[src/rtl/adder_seq_ctrl.sv]
// adder_seq_ctrl: WIDTH-bit add done chunk by chunk on one shared CHUNK-bit adder
//
// Iterates N = WIDTH/CHUNK chunks LSB-first. The carry between chunks is
// registered. Valid/ready handshakes sit on both the operand and result sides.
// FSM: IDLE -> RUN (N cycles) -> DONE -> IDLE.
//
// Ports:
//   clk       in   clock; every state update is on the rising edge
//   rst_n     in   asynchronous active-low reset
//   in_valid  in   operand request valid
//   in_ready  out  operands accepted (high only in IDLE)
//   a, b      in   WIDTH-bit operands, sampled on acceptance
//   cin       in   carry into chunk 0, sampled on acceptance
//   sub       in   (ADDER_SEQ_SUB_EN only) 1 = compute a - b, cout=1 means no borrow
//   out_valid out  result valid (high only in DONE)
//   out_ready in   consumer takes the result
//   sum       out  WIDTH-bit result, held while out_valid=1
//   cout      out  carry out of the MSB chunk
//   busy      out  high in RUN or DONE
//
// Optional feature macro: ADDER_SEQ_SUB_EN (adds the sub port and subtraction).

module adder #(
  parameter int BIT_COUNT = 8
) (
  input  logic [BIT_COUNT-1:0] a,
  input  logic [BIT_COUNT-1:0] b,
  input  logic                 cin,
  output logic [BIT_COUNT-1:0] sum,
  output logic                 cout
);
  // One extra bit holds the carry-out.
  logic [BIT_COUNT:0] r;
  assign r = {1'b0, a} + {1'b0, b} + {{BIT_COUNT{1'b0}}, cin};
  assign {cout, sum} = r;
endmodule

module adder_seq_ctrl #(
  parameter int WIDTH = 32,
  parameter int CHUNK = 8
) (
  input  logic             clk,
  input  logic             rst_n,
  input  logic             in_valid,
  output logic             in_ready,
  input  logic [WIDTH-1:0] a,
  input  logic [WIDTH-1:0] b,
  input  logic             cin,
`ifdef ADDER_SEQ_SUB_EN
  input  logic             sub,
`endif
  output logic             out_valid,
  input  logic             out_ready,
  output logic [WIDTH-1:0] sum,
  output logic             cout,
  output logic             busy
);
  localparam int N  = WIDTH / CHUNK;
  localparam int IW = (N > 1) ? $clog2(N) : 1;

  typedef enum logic [1:0] {IDLE, RUN, DONE} state_t;

  state_t           state, state_nx;
  logic [WIDTH-1:0] a_q, b_q, b_in, sum_nx;
  logic             cin_q, cin_in, carry, ci, c_c, last;
  logic [IW-1:0]    idx;
  logic [CHUNK-1:0] s_c;

`ifdef ADDER_SEQ_SUB_EN
  // Inverting all of b up front equals inverting each chunk as it is used.
  assign b_in   = sub ? ~b : b;
  assign cin_in = sub | cin;
`else
  assign b_in   = b;
  assign cin_in = cin;
`endif

  assign last = idx == IW'(N - 1);
  assign ci   = (idx == '0) ? cin_q : carry;

  // Operands shift right each RUN cycle, so the current chunk is always the LSBs.
  adder #(.BIT_COUNT(CHUNK)) u_adder (
    .a    (a_q[CHUNK-1:0]),
    .b    (b_q[CHUNK-1:0]),
    .cin  (ci),
    .sum  (s_c),
    .cout (c_c)
  );

  // The result also shifts in from the top; after N cycles every chunk is in place.
  if (N == 1) begin : g_one
    assign sum_nx = s_c;
  end else begin : g_many
    assign sum_nx = {s_c, sum[WIDTH-1:CHUNK]};
  end

  assign in_ready  = state == IDLE;
  assign out_valid = state == DONE;
  assign busy      = state != IDLE;

  always_comb begin
    state_nx = state;
    if (state == IDLE && in_valid) state_nx = RUN;
    if (state == RUN && last) state_nx = DONE;
    if (state == DONE && out_ready) state_nx = IDLE;
  end

  always_ff @(posedge clk or negedge rst_n)
    if (!rst_n) state <= IDLE;
    else state <= state_nx;

  always_ff @(posedge clk or negedge rst_n) begin
    if (!rst_n) begin
      a_q   <= '0;
      b_q   <= '0;
      cin_q <= 1'b0;
      carry <= 1'b0;
      idx   <= '0;
      sum   <= '0;
      cout  <= 1'b0;
    end else if (state == IDLE && in_valid) begin
      a_q   <= a;
      b_q   <= b_in;
      cin_q <= cin_in;
      carry <= 1'b0;
      idx   <= '0;
    end else if (state == RUN) begin
      a_q   <= a_q >> CHUNK;
      b_q   <= b_q >> CHUNK;
      sum   <= sum_nx;
      carry <= c_c;
      idx   <= idx + 1'b1;
      if (last) cout <= c_c;
    end
  end
endmodule
[config.mk]
export PLATFORM = sky130hd
export DESIGN_NAME = adder_seq_ctrl
export DESIGN_NICKNAME = d
export VERILOG_FILES = /design/src/rtl/adder_seq_ctrl.sv
export SDC_FILE = /design/constraint.sdc
export NUM_CORES = 1
export LEC_CHECK = 0
export CAP_MARGIN = 20
export CORE_MARGIN = 1
export CORE_UTILIZATION = 54
export CTS_BUF_LIST = sky130_fd_sc_hd__clkbuf_16
export CTS_CLUSTER_SIZE = 8
export DETAILED_ROUTE_END_ITERATION = 7
export HOLD_SLACK_MARGIN = 0.08
export PLACE_DENSITY = 0.87
export SETUP_SLACK_MARGIN = 0.02
export SYNTH_ARGS = -nofsm -noshare
export SYNTH_HDL_FRONTEND = slang
export SYNTH_SLANG_ARGS = --single-unit
[constraint.sdc]
create_clock -name clk -period 4.7 [get_ports clk]
set_input_delay 0.94 -clock clk [delete_from_list [all_inputs] [get_ports clk]]
set_output_delay 0.94 -clock clk [all_outputs]
set_load 0.02 [all_outputs]
==> metrics.md <==
| Metric | Value |
|---|---|
| Count leader, synth | `nand2_1` |
| Hold path start | `sum[2]` |
| Worst R2R Path Depth | `10` |
| Post_cts resized | `0` |
| Clock tree sinks | `103` |
| Post-Layout Cell Count | `between 600 and 700` |
| Setup crit end kind | `output pin` |
| Final Hold Vio Count | `0` |
| Reg2reg start | `idx[0]` |
| Synth Flop Type | `dfrtp_1` |
| Minimum clock period | `roughly 2.7 ns` |
| Post-synth EDFFs | `0` |
| P per Cell Area | `between 500 and 600 mW/mm²` |
| Setup Total Neg Slack | `0 ns` |
| Max_cap viols | `0` |
| Setup CP Type | `reg -> out` |
| CTS Buffer Depth | `2` |
| Ys Warns | `0` |
| Hold Crit Depth | `2` |
| Internal | `between 2 and 2.5 mW` |
| Status | `finished clean` |
| VDD IR-drop max | `between 0.2 and 0.25 mV` |
| Fin crit share | `0.573` |
| Global-route wire length before repair | `between 15 and 20 mm` |
| Clock Latency Late Sink | `around 0.34 ns` |
| DRT Pass-1 Iters | `5` |
| Fmax achieved | `372 MHz` |
| Dpl ws | `1.80 ns` |
| Die Y | `94.8 µm` |
| Vias per inst | `between 5 and 6` |
| Slew @ Worst Pin | `1.02 ns` |
| Largest net degree at the start of global routing | `116` |
| CP startpoint kind | `register` |
| Port Buffers | `104` |
| Flops & latches, synth | `between 100 and 150` |
| Final Power | `3.28 mW` |
| DR vias | `about 3,500` |
| CTS tree | `done` |
| Starting density of the core | `0.563` |
| Clock Pin Slew Worst Setup and Hold Paths | `about 0.07 ns` |
| Top-area cell type share of the netlist area | `0.555` |
| Flop pwr share | `0.430` |
| Post-Syn Area per Cell | `between 10 and 15 µm²` |
| Cell taking the most area after synthesis | `dfrtp_1` |
| # DRC | `0` |
| Mapped Area | `roughly 0.0046 mm²` |
| Final Routed Wirelength | `slightly above 9 mm` |
| R2R Path End | `sum[30]` |
| Core Area | `between 0.008 and 0.009 mm²` |
| H-tree depth | `3` |
| Netlist cell types | `35` |
| Leak | `2.59 nW` |
| ANT nets after route | `0` |
| Final WS setup | `about 2 ns` |
| RSZ-0062 raised after global routing | `false` |
| Crit Path Max Fanout | `7` |
| I/O pin total | `about 110` |
| Skew final | `approximately 0.009 ns` |
| Comb pwr share | `0.361` |
| Fraction of layout cells with a size suffix above 1 | `0.0495` |
| Dpl cells | `~630` |
| Iteration-0 DRC Markers | `~140` |
| All-Layer GR Usage | `0.224` |
| Mapped Cells | `448` |
| # setup viols final | `0` |
| HPWL after DPL | `6.36 mm` |
| Root Driver | `clkbuf_16` |
| Vias in the first global route | `3,358` |
| Dominant cells by area after synthesis | `dfrtp_1 55%, nand2_1 11%, mux2i_1 11%, o21ai_1 4.5%, a22o_1 3.2%` |
| Critical Path RT | `between 3 and 4 ns` |
| Most frequent cells after synthesis | `132 x nand2_1, 103 x dfrtp_1, 49 x mux2i_1` |
| Reg2Reg Setup Slack | `about 2.1 ns` |
| Antenna violations before repair | `0` |
| Gr ovfl total | `0` |
| CP arrival | `1.75 ns` |
| Avg WL per Cell | `around 14 µm` |
| Post-CTS Setup Inserts | `0` |
| Clk pwr share | `0.209` |
| Fill cells | `between 500 and 600` |
| Mapped Nets | `about 530` |
| Area growth syn-to-layout | `28.3%` |
| Hold-fix buffers, CTS | `0` |
| # rows | `33` |
| RePlAce Congestion | `~0.84` |
| Hold/Removal Path Class | `reg -> reg` |
| Smallest hold slack | `between 0.4 and 0.5 ns` |
| CTS Buf Count | `9` |
| # diodes | `0` |
| Slew Viols, Final | `0` |
| Worst Hold Endpoint | `sum[2]` |
| Total die area | `0.00898 mm²` |
| Async SR Flop Fraction | `1.00` |
| Sequential share of the synthesized area | `0.555` |
| Final Net Count | `620` |
| Sw power | `1.19 mW` |
| Worst slew margin | `0.318` |
| Die width | `~95 µm` |
| Switch share | `0.362` |
[how the worst max path moves through the flow]
stage	from	endpoint	slack, ns
final	state[0]	in_ready	2.01
after global routing	idx[0]	sum[30]	1.94
after CTS	state[0]	in_ready	2.00
after detailed placement	in_valid	b_q[20]	1.80
after global placement	in_valid	b_q[7]	1.84
after floorplan	idx[0]	sum[30]	2.37
[flip-flops by register name, summed over array words and instances, names as in the netlist]
name,flops
carry,1
cout,1
sum,32
a_q,32
cin_q,1
idx,2
state,2
b_q,32
[metal layers]
layer	track usage	routed length [µm]	vias up
met5	0	0	-
met1	0.297	4100	1646
met2	0.353	4460	113
met4	0.0859	168	0
met3	0.0572	585	15
li1	-	-	1702
[cell type report]
cell class,instances,area [µm²],share of cell area
flip-flops and latches,103,2580,0.432
clock inverters,7,48.8,0.00819
multi-input cells,309,1850,0.311
well taps,105,131,0.0220
repair buffers,108,1090,0.183
clock buffers,9,225,0.0378
inverters,9,33.8,0.00567
[stage by stage]
step | util | instance area, µm²
global placement | 0.685 | 5660
global route | 0.722 | 5960
floorplan | - | 4650
CTS | 0.722 | 5960
finish | 0.722 | 5960
detailed placement | 0.688 | 5690
[cell usage in the layout (no fill, tap or decap), types with 2 or more instances in the layout]
cell type	netlist	final
nor2_1	6	6
o21a_1	2	2
clkinvlp_4	0	3
inv_1	8	9
xor2_1	2	2
nor2b_1	3	2
o31ai_1	2	2
nand2b_1	2	2
ha_1	9	9
dfrtp_1	103	103
mux2i_1	49	49
clkbuf_16	0	9
buf_4	2	4
clkdlybuf4s50_1	0	103
o21ai_0	18	18
a21oi_1	10	10
o21ai_1	42	41
nand2_1	132	132
a22o_1	17	17
fa_1	2	2
[cell families (layout without fill, tap and decap cells)]
group / count (synthesis) / in the layout / share of synthesized area
compound gates: 96 / 96 / 0.123
xor+xnor: 3 / 3 / 0.00566
fa+ha+maj: 11 / 11 / 0.0329
buf+inv: 36 / 133 / 0.0490
flops: 103 / 103 / 0.555
mux: 50 / 50 / 0.108
simple gates: 149 / 149 / 0.127
[worst max-delay path, cell delays in order, from the launching register on]
cell	delay [ns]
dfrtp_1	0.46
or2_4	0.29
inv_2	0.06
clkdlybuf4s50_1	0.60
[power by group through the flow]
| stage | Clock [mW] | Sequential, mW | Combinational [mW] |
|---|---|---|---|
| after floorplan | 0 | 1.49 | 0.645 |
| after global placement | 0 | 1.41 | 1.11 |
| after detailed placement | 0 | 1.42 | 1.18 |
| after CTS | 0.695 | 1.41 | 1.20 |
| after global routing | 0.731 | 1.45 | 1.32 |
| final | 0.687 | 1.41 | 1.18 |
Note: power is estimated with default switching activity, not from simulation.
